### src/rtl/vga_text_console_writer.sv
// Avalon-MM writer turning a character stream into VGA text VRAM writes.
// Define VGA_CONSOLE_SCROLL_EN to scroll at the bottom row instead of wrapping.
module vga_text_console_writer #(
  parameter int          COLS       = 80,
  parameter int          ROWS       = 30,
  parameter int          CTRL_WORD  = 600,
  parameter logic [31:0] INIT_COLOR = 32'h01FF_E000
) (
  input  logic        CLK,
  input  logic        RESET,
  input  logic [7:0]  CH_DATA,
  input  logic        CH_VALID,
  output logic        CH_READY,
  input  logic        CLEAR_REQ,
  output logic [9:0]  AVM_ADDR,
  output logic        AVM_WRITE,
  output logic        AVM_READ,
  output logic [3:0]  AVM_BYTE_EN,
  output logic [31:0] AVM_WRITEDATA,
  input  logic [31:0] AVM_READDATA,
  input  logic        AVM_WAITREQUEST,
  input  logic        AVM_READDATAVALID,
  output logic [6:0]  CURSOR_COL,
  output logic [4:0]  CURSOR_ROW,
  output logic        BUSY
);

  localparam int WORDS  = COLS * ROWS / 4;
  localparam int RWORDS = COLS / 4;

  typedef enum logic [2:0] {
    S_INIT,
    S_CLEAR,
    S_IDLE,
    S_PUT,
    S_ADV,
    S_CLR_ROW
`ifdef VGA_CONSOLE_SCROLL_EN
    , S_SCROLL
`endif
  } state_t;

  state_t      state_q, state_d;
  logic [6:0]  col_q, col_d;
  logic [4:0]  row_q, row_d;
  logic [9:0]  cnt_q, cnt_d;
  logic        wr_q, wr_d;
  logic [9:0]  addr_q, addr_d;
  logic [3:0]  be_q, be_d;
  logic [31:0] wdata_q, wdata_d;
  logic [7:0]  ch_q, ch_d;
  logic [11:0] pos;
  logic [9:0]  row_base;
  logic        wr_acc;
`ifdef VGA_CONSOLE_SCROLL_EN
  logic        rd_q, rd_d;
  logic [1:0]  sph_q, sph_d;
`else
  logic        unused_ok;
  assign unused_ok = ^{AVM_READDATA, AVM_READDATAVALID};
`endif

  assign pos      = {7'd0, row_q} * 12'(COLS) + {5'd0, col_q};
  assign row_base = {5'd0, row_q} * 10'(RWORDS);
  assign wr_acc   = wr_q & ~AVM_WAITREQUEST;

  always_comb begin
    state_d  = state_q;
    col_d    = col_q;
    row_d    = row_q;
    cnt_d    = cnt_q;
    wr_d     = wr_q;
    addr_d   = addr_q;
    be_d     = be_q;
    wdata_d  = wdata_q;
    ch_d     = ch_q;
    CH_READY = 1'b0;
`ifdef VGA_CONSOLE_SCROLL_EN
    rd_d     = rd_q;
    sph_d    = sph_q;
`endif
    unique case (state_q)
      S_INIT: begin
        if (!wr_q) begin
          wr_d    = 1'b1;
          addr_d  = 10'(CTRL_WORD);
          be_d    = 4'hF;
          wdata_d = INIT_COLOR;
        end else if (wr_acc) begin
          wr_d    = 1'b0;
          cnt_d   = '0;
          state_d = S_CLEAR;
        end
      end
      S_CLEAR: begin
        if (!wr_q) begin
          wr_d    = 1'b1;
          addr_d  = cnt_q;
          be_d    = 4'hF;
          wdata_d = '0;
        end else if (wr_acc) begin
          wr_d = 1'b0;
          if (cnt_q == 10'(WORDS - 1)) begin
            col_d   = '0;
            row_d   = '0;
            state_d = S_IDLE;
          end else begin
            cnt_d = cnt_q + 10'd1;
          end
        end
      end
      S_IDLE: begin
        CH_READY = ~CLEAR_REQ;
        if (CLEAR_REQ) begin
          cnt_d   = '0;
          state_d = S_CLEAR;
        end else if (CH_VALID) begin
          unique case (1'b1)
            CH_DATA == 8'h0A: begin
              col_d   = '0;
              state_d = S_ADV;
            end
            CH_DATA == 8'h0D: col_d = '0;
            CH_DATA == 8'h08: begin
              if (col_q != 7'd0) col_d = col_q - 7'd1;
            end
            default: begin
              ch_d    = CH_DATA;
              state_d = S_PUT;
            end
          endcase
        end
      end
      S_PUT: begin
        if (!wr_q) begin
          wr_d    = 1'b1;
          addr_d  = pos[11:2];
          be_d    = 4'b0001 << pos[1:0];
          wdata_d = {4{ch_q}};
        end else if (wr_acc) begin
          wr_d = 1'b0;
          if (col_q == 7'(COLS - 1)) begin
            col_d   = '0;
            state_d = S_ADV;
          end else begin
            col_d   = col_q + 7'd1;
            state_d = S_IDLE;
          end
        end
      end
      S_ADV: begin
        cnt_d = '0;
        if (row_q != 5'(ROWS - 1)) begin
          row_d   = row_q + 5'd1;
          state_d = S_CLR_ROW;
        end else begin
`ifdef VGA_CONSOLE_SCROLL_EN
          sph_d   = 2'd0;
          state_d = S_SCROLL;
`else
          row_d   = '0;
          state_d = S_CLR_ROW;
`endif
        end
      end
      S_CLR_ROW: begin
        if (!wr_q) begin
          wr_d    = 1'b1;
          addr_d  = row_base + cnt_q;
          be_d    = 4'hF;
          wdata_d = '0;
        end else if (wr_acc) begin
          wr_d = 1'b0;
          if (cnt_q == 10'(RWORDS - 1)) begin
            state_d = S_IDLE;
          end else begin
            cnt_d = cnt_q + 10'd1;
          end
        end
      end
`ifdef VGA_CONSOLE_SCROLL_EN
      // read word i+RWORDS, then write it back to word i
      S_SCROLL: begin
        unique case (sph_q)
          2'd0: begin
            if (!rd_q) begin
              rd_d   = 1'b1;
              addr_d = cnt_q + 10'(RWORDS);
              be_d   = 4'hF;
            end else if (!AVM_WAITREQUEST) begin
              rd_d  = 1'b0;
              sph_d = 2'd1;
            end
          end
          2'd1: begin
            if (AVM_READDATAVALID) begin
              wr_d    = 1'b1;
              addr_d  = cnt_q;
              be_d    = 4'hF;
              wdata_d = AVM_READDATA;
              sph_d   = 2'd2;
            end
          end
          default: begin
            if (wr_acc) begin
              wr_d  = 1'b0;
              sph_d = 2'd0;
              if (cnt_q == 10'(WORDS - RWORDS - 1)) begin
                cnt_d   = '0;
                state_d = S_CLR_ROW;
              end else begin
                cnt_d = cnt_q + 10'd1;
              end
            end
          end
        endcase
      end
`endif
      default: state_d = S_INIT;
    endcase
  end

  always_ff @(posedge CLK) begin
    if (RESET) begin
      state_q <= S_INIT;
      col_q   <= '0;
      row_q   <= '0;
      cnt_q   <= '0;
      wr_q    <= 1'b0;
      addr_q  <= '0;
      be_q    <= '0;
      wdata_q <= '0;
      ch_q    <= '0;
`ifdef VGA_CONSOLE_SCROLL_EN
      rd_q    <= 1'b0;
      sph_q   <= '0;
`endif
    end else begin
      state_q <= state_d;
      col_q   <= col_d;
      row_q   <= row_d;
      cnt_q   <= cnt_d;
      wr_q    <= wr_d;
      addr_q  <= addr_d;
      be_q    <= be_d;
      wdata_q <= wdata_d;
      ch_q    <= ch_d;
`ifdef VGA_CONSOLE_SCROLL_EN
      rd_q    <= rd_d;
      sph_q   <= sph_d;
`endif
    end
  end

  assign AVM_ADDR      = addr_q;
  assign AVM_WRITE     = wr_q;
  assign AVM_BYTE_EN   = be_q;
  assign AVM_WRITEDATA = wdata_q;
`ifdef VGA_CONSOLE_SCROLL_EN
  assign AVM_READ      = rd_q;
`else
  assign AVM_READ      = 1'b0;
`endif
  assign CURSOR_COL    = col_q;
  assign CURSOR_ROW    = row_q;
  assign BUSY          = (state_q != S_IDLE);

endmodule

### config.mk
export PLATFORM = sky130hd
export DESIGN_NAME = vga_text_console_writer
export DESIGN_NICKNAME = d
export VERILOG_FILES = /design/src/rtl/vga_text_console_writer.sv
export SDC_FILE = /design/constraint.sdc
export NUM_CORES = 1
export LEC_CHECK = 0
export CAP_MARGIN = 25
export CORE_MARGIN = 10
export CORE_UTILIZATION = 28
export DETAILED_ROUTE_END_ITERATION = 7
export PLACE_DENSITY = 0.56
export RECOVER_POWER = 25
export SYNTH_ARGS = -nofsm -noshare
export SYNTH_HDL_FRONTEND = slang
export SYNTH_SLANG_ARGS = --single-unit
export TNS_END_PERCENT = 10
### constraint.sdc
create_clock -name CLK -period 3.5 [get_ports CLK]
set_input_delay 0.7 -clock CLK [delete_from_list [all_inputs] [get_ports CLK]]
set_output_delay 0.7 -clock CLK [all_outputs]
set_load 0.05 [all_outputs]
==> summary.md, run 1 <==
| Metric | Value |
|---|---|
| Clock buffer count from CTS | `9` |
| CP Cell Sequence | `buf_4, nor3b_2, nand2b_1, inv_2, clkdlybuf4s50_1` |
| Cell area after synthesis | `4173 um^2` |
| Cell Pwr Density | `388.6 nW/um^2` |
| Non-Filler Instances | `734` |
| Final Hold Vio Count | `0` |
| Crit end category | `output pin` |
| Initial antenna violation count | `0` |
| H-tree Lvls | `3` |
| GRT Overall Usage | `11.64%` |
| Multi-input gate area | `2512 um^2` |
| Commonest non-fill, non-tap cell in the layout | `dfxtp_1` |
| Largest net degree at the start of global routing | `55` |
| Residual DRC | `0` |
| Die W | `142.1 um` |
| Hold_ws | `454.4 ps` |
| Hold path depth | `2` |
| Yosys warnings | `0` |
| Buf/Inv on CP | `3` |
| Filler Cells Inserted | `1457` |
| Std cell rows | `44` |
| Static Leakage | `1.922 nW` |
| GPL Wtd Cong | `0.7988` |
| # diodes | `0` |
| Mapped Cells | `498` |
| Syn Area/Cell | `8.379 um^2` |
| Clock latency on the worst-skew pair | `330 ps` |
| Crit-path max cell delay | `820 ps` |
| Unique cell type count in the Yosys netlist | `84` |
| TritonCTS clock tree | `done` |
| DIE AREA | `20190 um^2` |
| Drt first pass iters | `4` |
| Via count of the first global-routing pass | `3662` |
| Post-CTS Hold Buffers | `0` |
| Syn_nets | `566` |
| Congestion Overflow GR | `0` |
| Setup violations, final | `0` |
| Crit. Startpoint | `state_q[1]$_SDFFE_PP0P_` |
| Cells after DPL | `716` |
| HPWL Detailed | `8.950 mm` |
| Outcome | `finished clean` |
| TritonCTS Sinks | `64` |
| Total wire length | `11.95 mm` |
| First-pass GRT wire length | `19.49 mm` |
| F_max | `0.3333 GHz` |
| GR Layer Usage met1 | `15.23%` |
| Post-synth ARST share | `0%` |
| # port buffers | `73` |
| Drt wl/cell | `16.28 um` |
| WP depth | `5` |
| Least-Margin Pin Slew | `870.7 ps` |
| Overall power | `2.019 mW` |
| Final ANT Viol Nets | `0` |
| Post-synthesis sequential area ratio | `30.70%` |
| CTS max path bufs | `2` |
| Fin. max-slew vios | `0` |
| Crit path max-delay family | `buffers and inverters` |
| Crit-path slowest cell | `clkdlybuf4s50_1` |
| Worst setup path class | `reg2out` |
| Reg-to-Reg End | `AVM_ADDR[9]$_SDFFE_PP0P_` |
| Share of layout cells above drive strength 1 | `9.455%` |
| Worst endpoint required time | `2800 ps` |
| Via count of the routed design | `3811` |
| Min-Delay Path Class | `reg2reg` |
| Clock root cell | `clkbuf_16` |
| Critical path data arrival time | `2300 ps` |
| Top Usage Layer GRT | `met2` |
| Chip Height | `142.1 um` |
| M3 GR Usage | `2.136%` |
| Max-slew headroom | `41.70%` |
| Clk slew on worst S/H paths | `60 ps` |
| IO Count | `108` |
| Reg2reg setup slack | `680 ps` |
| Minimum clock period | `3000 ps` |
| FF+latch area | `1281 um^2` |
| Final nets | `613` |
| Max VDD drop | `0.1996 mV` |
| RSZ-0062 raised after global routing | `no` |
| Sum Neg Setup Slack | `0 ps` |
| Initial Utilization | `28.60%` |
| Critical path launch point type | `flip-flop` |
| Area delta synth->final | `24.50%` |
| Worst R2R Start | `state_q[1]$_SDFFE_PP0P_` |
| CP max FO | `25` |
| 1st-iter DRT viols | `314` |
| Reg2Reg Depth | `9` |
| Setup Skew | `9.806 ps` |
| Met2 Resource Use GR | `18.87%` |
| Post-synth EDFFs | `0` |
| Setup crit end | `CH_READY` |
| Core area | `14590 um^2` |
| Avg Vias per Cell | `5.192` |
| #FFs+latches synth | `64` |
| Setup Buffers After CTS | `0` |
| Final core occ | `35.61%` |
| Main synth FF type | `dfxtp_1` |
| Post-cts resize count | `0` |
| Commonest non-fill, non-tap cells in the layout | `dfxtp_1, clkdlybuf4s50_1, nand2_1` |
| Final Cycle Share | `85.72%` |
| Max_cap viols | `0` |
## through the flow
step	worst slack, ps	instance area [um^2]
floorplan	555.8	4173
global placement	518.7	4873
detailed placement	516.8	4873
CTS	476.8	5179
global route	372.9	5195
finish	499.7	5195
## Yosys cell counts (all sizes together), types with 5 or more instances
cell type | count | area share, %
a211oi | 11 | 2.2
a21o | 7 | 1.3
a21oi | 37 | 4.5
a22oi | 6 | 1.1
and2 | 9 | 1.4
buf | 25 | 4.5
clkbuf | 21 | 2.8
dfxtp | 64 | 31
ha | 20 | 6.0
inv | 18 | 1.6
mux2i | 10 | 2.4
nand2 | 49 | 4.5
nand2b | 8 | 1.2
nand3 | 13 | 1.6
nand4 | 6 | 0.90
nor2 | 46 | 4.2
nor3 | 10 | 1.2
nor4 | 6 | 1.3
o21ai | 26 | 3.2
o31ai | 5 | 1.0
or3 | 7 | 1.0
xnor2 | 7 | 1.5
xor2 | 6 | 1.3
## per-layer routing
| metal | share of wire, % | vias up | wire length, um |
|---|---|---|---|
| li1 | - | 1892 | - |
| met3 | 5.2 | 8 | 623 |
| met5 | 0 | - | 0 |
| met2 | 48 | 74 | 5744 |
| met1 | 46 | 1837 | 5461 |
| met4 | 1.0 | 0 | 123 |
## final cells by class
class / count / area share [%]
repair buffers: 82 / 15.37
clock buffers: 9 / 4.335
multi-input cells: 370 / 48.36
inverters: 18 / 1.301
clock inverters: 7 / 1.541
well taps: 184 / 4.432
flip-flops and latches: 64 / 24.66
## worst register-to-register path, stage by stage (launching register included)
cell and delay [ps]:
dfxtp_1 300, and3b_1 460, nand2_1 90, o21ai_0 180, ha_1 330, a211oi_1 300, o21bai_1 170, a2111o_1 450
a2111o_1 370, o211ai_1 90
## worst min path at each step
stage                                      startpoint                              to  slack (ps)
after global placement    AVM_BYTE_EN[0]$_SDFFE_PP0P_     AVM_BYTE_EN[0]$_SDFFE_PP0P_         450
after global routing      AVM_BYTE_EN[0]$_SDFFE_PP0P_     AVM_BYTE_EN[0]$_SDFFE_PP0P_         480
final                     AVM_BYTE_EN[0]$_SDFFE_PP0P_     AVM_BYTE_EN[0]$_SDFFE_PP0P_         450
after detailed placement  AVM_BYTE_EN[0]$_SDFFE_PP0P_     AVM_BYTE_EN[0]$_SDFFE_PP0P_         450
after CTS                 AVM_BYTE_EN[0]$_SDFFE_PP0P_     AVM_BYTE_EN[0]$_SDFFE_PP0P_         460
after floorplan                  ch_q[2]$_SDFFE_PP0P_  AVM_WRITEDATA[26]$_SDFFE_PP0P_         450
## cells by family (layout without fill, tap and decap cells)
kind of cell / Yosys count / after routing / share of synthesized area (%)
adders and majority gates: 22 / 22 / 6.957
xor gates and xnor gates: 13 / 13 / 2.729
and+or+nand+nor: 184 / 184 / 23.39
other: 1 / 1 / 0.08987
muxes: 10 / 10 / 2.399
DFF: 64 / 64 / 30.70
buffers and inverters: 64 / 116 / 8.995
AOI/OAI and AO/OA: 140 / 140 / 24.74
## registers in the layout, summed over array words and instances, names as in the netlist
signal and count:
AVM_WRITEDATA 16, AVM_ADDR 10, cnt_q 10, ch_q 8, CURSOR_COL 7, CURSOR_ROW 5, AVM_BYTE_EN 4, state_q 3
AVM_WRITE 1
## report_power, final
group	total (mW)	switching [mW]	internal, mW
combinational	0.327	0.225	0.102
sequential	0.774	0.0177	0.756
clock	0.918	0.360	0.558
total	2.02	0.603	1.42
No activity file was read; power rests on OpenSTA's default activity.
==> inputs of run 2 (changes only) <==
--- a/config.mk
+++ b/config.mk
@@ -5,7 +5,6 @@
 export SDC_FILE = /design/constraint.sdc
 export NUM_CORES = 1
 export LEC_CHECK = 0
-export CAP_MARGIN = 25
 export CORE_MARGIN = 10
 export CORE_UTILIZATION = 28
 export DETAILED_ROUTE_END_ITERATION = 7
==> run 2 against run 1 <==
  * Global-route usage unchanged
  * Sequential share of layout area increased by 0.11 points
  * Flip-flop and latch count unchanged
  * Die area is the same
  * Clock power hardly changed
  * Power about the same
==> summary.md, run 2 (synthesized netlist as in run 1, its figures left out) <==
| Metric | Value |
|---|---|
| Outcome | `finished clean (unchanged)` |
| # diodes | `0 (unchanged)` |
| Critical path launch point type | `flip-flop (unchanged)` |
| Post-CTS Hold Buffers | `0 (unchanged)` |
| TritonCTS Sinks | `64 (unchanged)` |
| Internal | `1.415 mW (was 1.416 mW)` |
| Least-Margin Pin Slew | `1079 ps (was 870.7 ps)` |
| GPL Wtd Cong | `0.7988 (unchanged)` |
| Critical path data arrival time | `2300 ps (about the same)` |
| Final nets | `611 (was 613)` |
| DP Area | `4873 um^2 (unchanged)` |
| Static Leakage | `1.914 nW (was 1.922 nW)` |
| H-tree Lvls | `3 (unchanged)` |
| F_max | `0.3336 GHz (was 0.3333 GHz)` |
| Die W | `142.1 um (unchanged)` |
| Max_cap viols | `0 (unchanged)` |
| IO Count | `108 (unchanged)` |
| Net Sw Frac | `29.88% (was 29.86%)` |
| Crit end category | `output pin (unchanged)` |
| DIE AREA | `20190 um^2 (unchanged)` |
| RSZ-0062 raised after global routing | `no (unchanged)` |
| Clock buffer count from CTS | `9 (unchanged)` |
| Std cell rows | `44 (unchanged)` |
| Final Cycle Share | `85.63% (was 85.72%)` |
| Min-Delay Path Class | `reg2reg (unchanged)` |
| TritonCTS clock tree | `done (unchanged)` |
| Initial antenna violation count | `0 (unchanged)` |
| Worst setup path class | `reg2out (unchanged)` |
| Initial Utilization | `28.60% (unchanged)` |
| Drt first pass iters | `5 (was 4)` |
| Final Hold Vio Count | `0 (unchanged)` |
| GRT Overall Usage | `11.64% (unchanged)` |
| Commonest non-fill, non-tap cell in the layout | `dfxtp_1 (unchanged)` |
| Commonest non-fill, non-tap cells in the layout | `dfxtp_1, clkdlybuf4s50_1, nand2_1 (unchanged)` |
| Area delta synth->final | `23.93% (was 24.50%)` |
| Minimum clock period | `2997 ps (was 3000 ps)` |
| Fin area | `5171 um^2 (was 5195 um^2)` |
| Post-cts resize count | `0 (unchanged)` |
| Logic pwr share | `16.1% (was 16.2%)` |
| Overall power | `2.017 mW (was 2.019 mW)` |
| Chip Height | `142.1 um (unchanged)` |
| Final core occ | `35.45% (was 35.61%)` |
| CP max FO | `25 (unchanged)` |
| Residual DRC | `0 (unchanged)` |
| Congestion Overflow GR | `0 (unchanged)` |
| Clock latency on the worst-skew pair | `330 ps (about the same)` |
| Max FFs per register | `16 (unchanged)` |
| Final ANT Viol Nets | `0 (unchanged)` |
| Core area | `14590 um^2 (unchanged)` |
| Hold_ws | `453.2 ps (was 454.4 ps)` |
| Sum Neg Setup Slack | `0 ps (unchanged)` |
| Register share of total power | `38.4% (was 38.3%)` |
| Via count of the first global-routing pass | `3662 (unchanged)` |
| Max VDD drop | `0.2004 mV (was 0.1996 mV)` |
| Setup Buffers After CTS | `0 (unchanged)` |
| Clk slew on worst S/H paths | `60 ps (about the same)` |
| Largest net degree at the start of global routing | `55 (unchanged)` |
| Max-slew headroom | `28.04% (was 41.70%)` |
| Fin. max-slew vios | `0 (unchanged)` |
| Setup Skew | `10.30 ps (was 9.806 ps)` |
| CTS max path bufs | `2 (unchanged)` |
| Setup violations, final | `0 (unchanged)` |
| Sw power | `602.8 uW (was 602.9 uW)` |
| 1st-iter DRT viols | `363 (was 314)` |
| Clock power share | `45.6% (was 45.5%)` |
| First-pass GRT wire length | `19.49 mm (unchanged)` |
| Drt wl/cell | `16.27 um (was 16.28 um)` |
| Filler Cells Inserted | `1455 (was 1457)` |
| Total wire length | `11.91 mm (was 11.95 mm)` |
| Worst endpoint required time | `2800 ps (about the same)` |
| HPWL Detailed | `8.950 mm (unchanged)` |
| Cell Pwr Density | `390.1 nW/um^2 (was 388.6 nW/um^2)` |
| Avg Vias per Cell | `5.201 (was 5.192)` |
| Share of layout cells above drive strength 1 | `9.307% (was 9.455%)` |
| Clock root cell | `clkbuf_16 (unchanged)` |
| # port buffers | `73 (unchanged)` |
| Via count of the routed design | `3807 (was 3811)` |
-- run 2: final cells by class --
type	instances	area (um^2)	area share (%)
inverters	18	67.56	1.307
clock inverters	7	80.08	1.549
well taps	184	230.2	4.452
repair buffers	80	774.5	14.98
multi-input cells	370	2512	48.58
flip-flops and latches	64	1281	24.78
clock buffers	9	225.2	4.355
-- run 2: final timing paths --
kind                                     from                          end  slack (ps)  cells after the start
setup / recovery      state_q[1]$_SDFFE_PP0P_                     CH_READY         500                      5
hold / removal    AVM_BYTE_EN[0]$_SDFFE_PP0P_  AVM_BYTE_EN[0]$_SDFFE_PP0P_         450                      2
setup reg to reg      state_q[1]$_SDFFE_PP0P_     AVM_ADDR[9]$_SDFFE_PP0P_         670                      8
hold reg to reg   AVM_BYTE_EN[0]$_SDFFE_PP0P_  AVM_BYTE_EN[0]$_SDFFE_PP0P_         450                      2
-- run 2: power groups by stage --
stage	registers (mW)	clock network [mW]	logic, mW
2_1_floorplan	0.868	0	0.154
3_3_place_gp	0.789	0	0.331
3_5_place_dp	0.791	0	0.333
4_1_cts	0.775	0.942	0.335
5_1_grt	0.777	0.972	0.347
6_report	0.774	0.919	0.324
-- run 2: worst max-delay path: stages, from the launching register on --
cell and delay (ps):
dfxtp_1 320, buf_4 280, nor3b_2 310, nand2b_1 130, inv_2 110, clkdlybuf4s50_1 820
-- run 2: metal layers --
metal	vias to the layer above	global-route usage, %	wire length [um]
met5	-	0	0
met4	0	3.658	138
met3	11	2.136	688
met2	88	18.87	5683
met1	1823	15.23	5400
li1	1885	-	-
-- run 2: through the flow --
stage                     std cells  setup slack (ps)
after detailed placement        716             516.8
final                           732             502.8
after global placement          716             518.7
after floorplan                 498             555.8
after CTS                       732             476.8
after global routing            732             372.9
